===== src/rtl/alu_req_arbiter_pkg.sv =====
// Shared types and constants for the ALU request arbiter.
//   arb_state_t    : arbiter FSM states
//   FLAG_W         : width of the {ERR,OFLOW,COUT,G,L,E} flag bundle
//   ERR_ONLY_FLAGS : flags returned when a request carries no valid operand
package alu_arb_pkg;
  typedef enum logic [1:0] {IDLE, ISSUE, WAIT, RESP} arb_state_t;
  localparam int FLAG_W = 6;
  localparam logic [FLAG_W-1:0] ERR_ONLY_FLAGS = 6'b100000;
endpackage


===== src/rtl/alu_req_arbiter_if.sv =====
// Bus bundle for alu_req_arbiter: requester side, ALU pin side, response side.
//   slave  : arbiter view (takes requests, drives ALU inputs, returns responses)
//   master : environment view (requesters, ALU, response consumer)
interface alu_req_arbiter_if
  import alu_arb_pkg::*;
#(
  parameter int N_REQ      = 4,
  parameter int DATA_WIDTH = 8,
  parameter int CMD_WIDTH  = 4
);
  localparam int IW = $clog2(N_REQ);

  logic [N_REQ-1:0]            req_valid;
  logic [N_REQ-1:0]            req_ready;
  logic [N_REQ*DATA_WIDTH-1:0] req_opa;
  logic [N_REQ*DATA_WIDTH-1:0] req_opb;
  logic [N_REQ*CMD_WIDTH-1:0]  req_cmd;
  logic [N_REQ-1:0]            req_mode;
  logic [N_REQ-1:0]            req_cin;
  logic [2*N_REQ-1:0]          req_inpv;

  logic [DATA_WIDTH-1:0]       OPA;
  logic [DATA_WIDTH-1:0]       OPB;
  logic [CMD_WIDTH-1:0]        CMD;
  logic                        MODE;
  logic                        CIN;
  logic                        CE;
  logic [1:0]                  INP_VALID;
  logic [2*DATA_WIDTH-1:0]     RES;
  logic                        ERR, OFLOW, COUT, G, L, E;

  logic                        rsp_valid;
  logic                        rsp_ready;
  logic [IW-1:0]               rsp_id;
  logic [2*DATA_WIDTH-1:0]     rsp_res;
  logic [FLAG_W-1:0]           rsp_flags;

  modport slave (
    input  req_valid, req_opa, req_opb, req_cmd, req_mode, req_cin, req_inpv,
    input  RES, ERR, OFLOW, COUT, G, L, E, rsp_ready,
    output req_ready, OPA, OPB, CMD, MODE, CIN, CE, INP_VALID,
    output rsp_valid, rsp_id, rsp_res, rsp_flags
  );

  modport master (
    output req_valid, req_opa, req_opb, req_cmd, req_mode, req_cin, req_inpv,
    output RES, ERR, OFLOW, COUT, G, L, E, rsp_ready,
    input  req_ready, OPA, OPB, CMD, MODE, CIN, CE, INP_VALID,
    input  rsp_valid, rsp_id, rsp_res, rsp_flags
  );
endinterface


===== src/rtl/alu_req_arbiter_rr.sv =====
// Round-robin search: grants the first set request bit at or after ptr,
// wrapping from N-1 back to 0. Purely combinational.
//   req     : request vector
//   ptr     : highest-priority index
//   gnt     : one-hot grant (all zero when no request)
//   gnt_idx : binary index of the grant
module rr_arbiter #(
  parameter int N  = 4,
  parameter int IW = $clog2(N)
) (
  input  logic [N-1:0]  req,
  input  logic [IW-1:0] ptr,
  output logic [N-1:0]  gnt,
  output logic [IW-1:0] gnt_idx
);
  localparam int unsigned NU = N;

  always_comb begin
    int unsigned idx;
    logic        found;
    gnt     = '0;
    gnt_idx = '0;
    found   = 1'b0;
    idx     = 0;
    for (int unsigned k = 0; k < NU; k++) begin
      idx = (32'(ptr) + k) % NU;
      if (!found && req[idx]) begin
        found        = 1'b1;
        gnt[idx]     = 1'b1;
        gnt_idx      = IW'(idx);
      end
    end
  end
endmodule


===== src/rtl/alu_req_arbiter.sv =====
// Shares one ALU among N_REQ requesters, one operation in flight.
// Winner's fields are latched, presented to the ALU with CE for one cycle,
// RES/flags are captured after a command-dependent latency, and returned
// tagged with the requester id until the consumer accepts them.
//   clk, reset : clock (rising edge), asynchronous active-high reset
//   bus        : alu_req_arbiter_if.slave (requests, ALU pins, response)
module alu_req_arbiter
  import alu_arb_pkg::*;
#(
  parameter int N_REQ      = 4,
  parameter int DATA_WIDTH = 8,
  parameter int CMD_WIDTH  = 4,
  parameter int LAT        = 1,
  parameter int MUL_LAT    = 2,
  parameter int MUL_CMD0   = 9,
  parameter int MUL_CMD1   = 10
) (
  input logic              clk,
  input logic              reset,
  alu_req_arbiter_if.slave bus
);
  localparam int IW    = $clog2(N_REQ);
  localparam int CNT_W = $clog2(MUL_LAT + 1);

  arb_state_t            state;
  logic [IW-1:0]         rr_ptr;
  logic [IW-1:0]         g;
  logic [CNT_W-1:0]      cnt;
  logic [N_REQ-1:0]      gnt;
  logic [IW-1:0]         gnt_idx;
  logic                  is_mul;

  logic [DATA_WIDTH-1:0] sel_opa, sel_opb;
  logic [CMD_WIDTH-1:0]  sel_cmd;
  logic                  sel_mode, sel_cin;
  logic [1:0]            sel_inpv;

  rr_arbiter #(.N(N_REQ)) u_rr (
    .req     (bus.req_valid),
    .ptr     (rr_ptr),
    .gnt     (gnt),
    .gnt_idx (gnt_idx)
  );

  // Accept pulse is combinational so the grant and the latch share one cycle;
  // gated by reset so nothing is offered while reset is held.
  assign bus.req_ready = (state == IDLE && !reset) ? gnt : '0;

  always_comb begin
    sel_opa  = bus.req_opa[gnt_idx*DATA_WIDTH +: DATA_WIDTH];
    sel_opb  = bus.req_opb[gnt_idx*DATA_WIDTH +: DATA_WIDTH];
    sel_cmd  = bus.req_cmd[gnt_idx*CMD_WIDTH +: CMD_WIDTH];
    sel_mode = bus.req_mode[gnt_idx];
    sel_cin  = bus.req_cin[gnt_idx];
    sel_inpv = bus.req_inpv[gnt_idx*2 +: 2];
  end

  assign is_mul = bus.MODE && (bus.CMD == CMD_WIDTH'(MUL_CMD0) ||
                               bus.CMD == CMD_WIDTH'(MUL_CMD1));

  always_ff @(posedge clk or posedge reset) begin
    if (reset) begin
      state         <= IDLE;
      rr_ptr        <= '0;
      g             <= '0;
      cnt           <= '0;
      bus.OPA       <= '0;
      bus.OPB       <= '0;
      bus.CMD       <= '0;
      bus.MODE      <= 1'b0;
      bus.CIN       <= 1'b0;
      bus.CE        <= 1'b0;
      bus.INP_VALID <= '0;
      bus.rsp_valid <= 1'b0;
      bus.rsp_id    <= '0;
      bus.rsp_res   <= '0;
      bus.rsp_flags <= '0;
    end else begin
      case (state)
        IDLE: begin
          if (|bus.req_valid) begin
            g             <= gnt_idx;
            bus.OPA       <= sel_opa;
            bus.OPB       <= sel_opb;
            bus.CMD       <= sel_cmd;
            bus.MODE      <= sel_mode;
            bus.CIN       <= sel_cin;
            bus.INP_VALID <= sel_inpv;
            // An op with no valid operand still passes through ISSUE (keeping
            // its 2-cycle response latency) but never enables the ALU.
            bus.CE        <= |sel_inpv;
            state         <= ISSUE;
          end
        end
        ISSUE: begin
          bus.CE <= 1'b0;
          if (bus.INP_VALID == 2'b00) begin
            bus.rsp_res   <= '0;
            bus.rsp_flags <= ERR_ONLY_FLAGS;
            bus.rsp_id    <= g;
            bus.rsp_valid <= 1'b1;
            state         <= RESP;
          end else begin
            cnt   <= is_mul ? CNT_W'(MUL_LAT - 1) : CNT_W'(LAT - 1);
            state <= WAIT;
          end
        end
        WAIT: begin
          if (cnt == '0) begin
            bus.rsp_res   <= bus.RES;
            bus.rsp_flags <= {bus.ERR, bus.OFLOW, bus.COUT, bus.G, bus.L, bus.E};
            bus.rsp_id    <= g;
            bus.rsp_valid <= 1'b1;
            state         <= RESP;
          end else begin
            cnt <= cnt - 1'b1;
          end
        end
        RESP: begin
          if (bus.rsp_ready) begin
            bus.rsp_valid <= 1'b0;
            rr_ptr        <= (g == IW'(N_REQ - 1)) ? '0 : g + 1'b1;
            state         <= IDLE;
          end
        end
        default: state <= IDLE;
      endcase
    end
  end
endmodule

===== src/flat_wrapper.sv =====
// flat-port wrapper written by rule: the top's interface ports become plain ports
module alu_req_arbiter_flat import alu_arb_pkg::*;
#(
  parameter int N_REQ      = 4,
  parameter int DATA_WIDTH = 8,
  parameter int CMD_WIDTH  = 4,
  parameter int LAT        = 1,
  parameter int MUL_LAT    = 2,
  parameter int MUL_CMD0   = 9,
  parameter int MUL_CMD1   = 10
)
  (clk, reset, bus_req_valid, bus_req_opa, bus_req_opb, bus_req_cmd, bus_req_mode, bus_req_cin, bus_req_inpv, bus_RES, bus_ERR, bus_OFLOW, bus_COUT, bus_G, bus_L, bus_E, bus_rsp_ready, bus_req_ready, bus_OPA, bus_OPB, bus_CMD, bus_MODE, bus_CIN, bus_CE, bus_INP_VALID, bus_rsp_valid, bus_rsp_id, bus_rsp_res, bus_rsp_flags);
  alu_req_arbiter_if #(.N_REQ(N_REQ), .DATA_WIDTH(DATA_WIDTH), .CMD_WIDTH(CMD_WIDTH)) bus_i ();
  input logic clk;
  input logic reset;
  input wire logic [$bits(bus_i.req_valid)-1:0] bus_req_valid;
  input wire logic [$bits(bus_i.req_opa)-1:0] bus_req_opa;
  input wire logic [$bits(bus_i.req_opb)-1:0] bus_req_opb;
  input wire logic [$bits(bus_i.req_cmd)-1:0] bus_req_cmd;
  input wire logic [$bits(bus_i.req_mode)-1:0] bus_req_mode;
  input wire logic [$bits(bus_i.req_cin)-1:0] bus_req_cin;
  input wire logic [$bits(bus_i.req_inpv)-1:0] bus_req_inpv;
  input wire logic [$bits(bus_i.RES)-1:0] bus_RES;
  input wire logic [$bits(bus_i.ERR)-1:0] bus_ERR;
  input wire logic [$bits(bus_i.OFLOW)-1:0] bus_OFLOW;
  input wire logic [$bits(bus_i.COUT)-1:0] bus_COUT;
  input wire logic [$bits(bus_i.G)-1:0] bus_G;
  input wire logic [$bits(bus_i.L)-1:0] bus_L;
  input wire logic [$bits(bus_i.E)-1:0] bus_E;
  input wire logic [$bits(bus_i.rsp_ready)-1:0] bus_rsp_ready;
  output wire logic [$bits(bus_i.req_ready)-1:0] bus_req_ready;
  output wire logic [$bits(bus_i.OPA)-1:0] bus_OPA;
  output wire logic [$bits(bus_i.OPB)-1:0] bus_OPB;
  output wire logic [$bits(bus_i.CMD)-1:0] bus_CMD;
  output wire logic [$bits(bus_i.MODE)-1:0] bus_MODE;
  output wire logic [$bits(bus_i.CIN)-1:0] bus_CIN;
  output wire logic [$bits(bus_i.CE)-1:0] bus_CE;
  output wire logic [$bits(bus_i.INP_VALID)-1:0] bus_INP_VALID;
  output wire logic [$bits(bus_i.rsp_valid)-1:0] bus_rsp_valid;
  output wire logic [$bits(bus_i.rsp_id)-1:0] bus_rsp_id;
  output wire logic [$bits(bus_i.rsp_res)-1:0] bus_rsp_res;
  output wire logic [$bits(bus_i.rsp_flags)-1:0] bus_rsp_flags;
  assign bus_i.req_valid = bus_req_valid;
  assign bus_i.req_opa = bus_req_opa;
  assign bus_i.req_opb = bus_req_opb;
  assign bus_i.req_cmd = bus_req_cmd;
  assign bus_i.req_mode = bus_req_mode;
  assign bus_i.req_cin = bus_req_cin;
  assign bus_i.req_inpv = bus_req_inpv;
  assign bus_i.RES = bus_RES;
  assign bus_i.ERR = bus_ERR;
  assign bus_i.OFLOW = bus_OFLOW;
  assign bus_i.COUT = bus_COUT;
  assign bus_i.G = bus_G;
  assign bus_i.L = bus_L;
  assign bus_i.E = bus_E;
  assign bus_i.rsp_ready = bus_rsp_ready;
  assign bus_req_ready = bus_i.req_ready;
  assign bus_OPA = bus_i.OPA;
  assign bus_OPB = bus_i.OPB;
  assign bus_CMD = bus_i.CMD;
  assign bus_MODE = bus_i.MODE;
  assign bus_CIN = bus_i.CIN;
  assign bus_CE = bus_i.CE;
  assign bus_INP_VALID = bus_i.INP_VALID;
  assign bus_rsp_valid = bus_i.rsp_valid;
  assign bus_rsp_id = bus_i.rsp_id;
  assign bus_rsp_res = bus_i.rsp_res;
  assign bus_rsp_flags = bus_i.rsp_flags;
  alu_req_arbiter #(.N_REQ(N_REQ), .DATA_WIDTH(DATA_WIDTH), .CMD_WIDTH(CMD_WIDTH), .LAT(LAT), .MUL_LAT(MUL_LAT), .MUL_CMD0(MUL_CMD0), .MUL_CMD1(MUL_CMD1)) u_core (.clk(clk), .reset(reset), .bus(bus_i));
endmodule

===== config.mk =====
export PLATFORM = sky130hd
export DESIGN_NAME = alu_req_arbiter_flat
export DESIGN_NICKNAME = d
export VERILOG_FILES = /design/src/rtl/alu_req_arbiter_pkg.sv /design/src/rtl/alu_req_arbiter_if.sv /design/src/rtl/alu_req_arbiter_rr.sv /design/src/rtl/alu_req_arbiter.sv /design/src/flat_wrapper.sv
export SDC_FILE = /design/constraint.sdc
export NUM_CORES = 1
export LEC_CHECK = 0
export ABC_AREA = 1
export BUFFER_PORTS_ARGS = -buffer_cell sky130_fd_sc_hd__clkbuf_2
export CORE_MARGIN = 3
export CORE_UTILIZATION = 30
export DETAILED_ROUTE_END_ITERATION = 12
export SLEW_MARGIN = 15
export SYNTH_ARGS = -nofsm -noshare
export SYNTH_HDL_FRONTEND = slang
export SYNTH_HIERARCHICAL = 1
export SYNTH_SLANG_ARGS = --single-unit

===== constraint.sdc =====
create_clock -name clk -period 8.4 [get_ports clk]
set_clock_uncertainty 0.05 [all_clocks]
set_input_delay 1.68 -clock clk [delete_from_list [all_inputs] [get_ports clk]]
set_output_delay 1.68 -clock clk [all_outputs]
set_load 0.05 [all_outputs]

==> impl_metrics.json <==
{
  "placementRows": 41,
  "htree_levels": 3,
  "netlist_area_um2": 3916,
  "synth-seq-cells": 58,
  "cp_max_fo": 59,
  "wl_met2_um": 4930,
  "areaGrowthSynthToFinish_pct": 32.49,
  "cp.arrival_ns": 3.07,
  "wl_met3_um": 1114,
  "cts_sinks": 58,
  "power_density_nw_per_um2": 515.1,
  "grt_overflow": 0,
  "syn-num-nets": 710,
  "netlist_instances": 573,
  "die_y_um": 120.3,
  "grt_pass1_wl_um": 19210,
  "die_w_um": 120.3,
  "yosysWarnings": 6,
  "wl_met1_um": 5431,
  "start_kind": "input pin",
  "synth_top_area_cell": "dfrtp_1",
  "ys_async_sr_fraction_pct": 100.0,
  "syn_avg_cell_area_um2": 6.835,
  "grt_max_degree": 61,
  "crit_chain": "clkbuf_2 > inv_2 > buf_4 > nand2_1 > nor2_1 > clkbuf_2",
  "drt_iter0_markers": 297,
  "grt_pass1_vias": 3921,
  "worstSetupEndpointType": "output port",
  "grt_usage_pct": 16.19,
  "cts_hold_buffers": 0,
  "required_ns": 6.67,
  "synth_most_common_cell": "nand2_1",
  "setup_viol": 0,
  "max_cap_viol_count": 0,
  "rsz0062_at_grt": "false",
  "drive_gt1_share_pct": 30.01,
  "post_cts_resized": 0,
  "cpMostUsedCell": "clkbuf_2",
  "yosys_most_used_dff": "dfrtp_1",
  "diodes": 0,
  "cts-root-buf": "clkbuf_16",
  "cts_tree": "built",
  "clkLatencyLatePin_ns": 0.32,
  "seq_area_frac_synth_pct": 37.06,
  "ioPinCount": 179,
  "hold_ws_ns": 0.4153,
  "cts_setup_buffers": 0,
  "hp-class": "flip-flop to flip-flop",
  "antenna_found_initial": 0,
  "nets": 875,
  "maxSlewHeadroom_pct": 43.07,
  "postLayoutCoreUtil_pct": 40.95,
  "vias_per_cell": 4.507,
  "top_layer_used": "met4",
  "worst_ir_drop_vdd_v": 0.0001855,
  "portBuffers": 178,
  "num_vias": 4124,
  "min_period_ns": 4.801,
  "crit_family": "buffers and inverters",
  "worstSetupPathType": "input pin to output port",
  "worst_pin_slew_ns": 0.8540,
  "synth_common_cells": "nand2_1 (218), nor2_1 (79), dfrtp_1 (58)",
  "critPathSlowestCell": "buf_4",
  "period_share_pct": 57.16,
  "start_util_pct": 30.91,
  "ys_types": 31,
  "total_leakage_power_nw": 2.946,
  "design.core.area_um2": 12670,
  "status": "finished clean",
  "slowest_delay_ns": 0.59,
  "path_clk_slew_ns": 0.05,
  "firstDrtPassIters": 5,
  "avgRoutedWirePerCell_um": 12.59,
  "place_congestion": 0.8171,
  "netlist_top_cells_area": "dfrtp_1 (37%), nand2_1 (21%), nor2_1 (7.6%)",
  "maxSlewViolCount": 0,
  "crit_buf_inv": 4,
  "clock.fmax_mhz": 208.3,
  "synth_edf_count": 0,
  "dp_hpwl_um": 8637,
  "r2r_slack_ns": 4.82,
  "fp.dieArea_um2": 14460,
  "synth_top_area_share_pct": 37.06,
  "hold_viol_final": 0,
  "postRouteAntennaNets": 0,
  "wirelength_um": 11520,
  "cts_buffer_depth": 2,
  "cts_made_buffers": 9,
  "timing.setup.tns_ns": 0,
  "drc": 0
}
## per-layer routing
metal | vias up | global-route usage (%)
met5 | - | 0
met4 | 0 | 2.975
met3 | 4 | 5.192
met2 | 171 | 24.73
met1 | 1799 | 22.77
li1 | 2150 | -
## cell type report
cell class	instances	area, um^2
fillers	1428	7482
multi-input cells	448	2131
flip-flops and latches	58	1451
repair buffers	183	928.4
clock buffers	11	242.7
well taps	172	215.2
inverters	38	142.6
clock inverters	5	77.57
## placed cells by master (no fill, tap or decap), types with 2 or more instances in the layout
cell type and instances:
a21boi_0 5, a21oi_1 8, buf_4 5, bufinv_16 2, clkbuf_16 9, clkbuf_2 178, clkinv_2 2, dfrtp_1 58
ha_1 12, inv_1 32, inv_2 6, nand2_1 218, nand2_2 9, nand3_1 26, nand3_2 2, nand3b_1 21
nand4_1 7, nor2_1 79, o211ai_1 11, o21ai_0 20, o21ai_1 20
## worst paths after layout
| path | start | to | depth (start not counted) |
|---|---|---|---|
| worst max-delay path | reset | bus_req_ready[3] | 6 |
| worst max register to register | u_core/rr_ptr[0] | u_core/bus.OPA[1] | 14 |
| max in group asynchronous | reset | u_core/bus.OPA[2] | 3 |
| worst min-delay path | u_core/bus.rsp_res[11] | u_core/bus.rsp_res[11] | 2 |
| min in group asynchronous | reset | u_core/bus.OPB[2] | 3 |
| worst min register to register | u_core/bus.rsp_res[11] | u_core/bus.rsp_res[11] | 2 |
## logic make-up (layout without fill, tap and decap cells)
logic type	count (synthesis)	count (layout)	synth area share (%)
AO/OA/AOI/OAI	67	67	9.841
XOR/XNOR	1	1	0.2237
adder cells (fa/ha/maj)	12	12	3.834
buffers and inverters	67	237	8.658
flip-flops	58	58	37.06
multiplexers	1	1	0.2875
AND/OR/NAND/NOR	367	367	40.10
## flip-flops by register name, indices dropped and copies added, names as in the netlist, 2 cells and up
name,count
u_core/g,2
u_core/bus.OPB,8
u_core/bus.INP_VALID,2
u_core/rr_ptr,2
u_core/bus.CMD,4
u_core/bus.rsp_id,2
u_core/cnt,2
u_core/bus.rsp_flags,6
u_core/bus.OPA,8
u_core/bus.rsp_res,16
u_core/state,2
## stage by stage
stage	cells	area (um^2)	setup slack (ns)	power (mW)
after floorplan	573	3916	2.759	1.981
after global placement	899	4868	3.542	2.306
after detailed placement	899	4868	3.524	2.310
after CTS	915	5189	3.526	2.713
after global routing	915	5189	3.348	2.951
final	915	5189	3.599	2.673
## power by group
part	internal, mW	total (mW)	switching, mW
combinational	0.512	1.80	1.29
sequential	0.396	0.479	0.0832
clock	0.266	0.391	0.124
## worst register-to-register path, cell delays in order (launching register included)
cell     delay, ns
dfrtp_1       0.56
inv_2         0.19
ha_1          0.42
inv_1         0.11
nand3_1       0.10
nand2_1       0.06
nor2_2        0.23
a21oi_1       0.13
nand3_2       0.09
buf_4         0.47
inv_2         0.44
o21ai_0       0.39
nand2_1       0.10
nand2_1       0.06
nand2_1       0.06
Note: power is estimated with default switching activity, not from simulation.
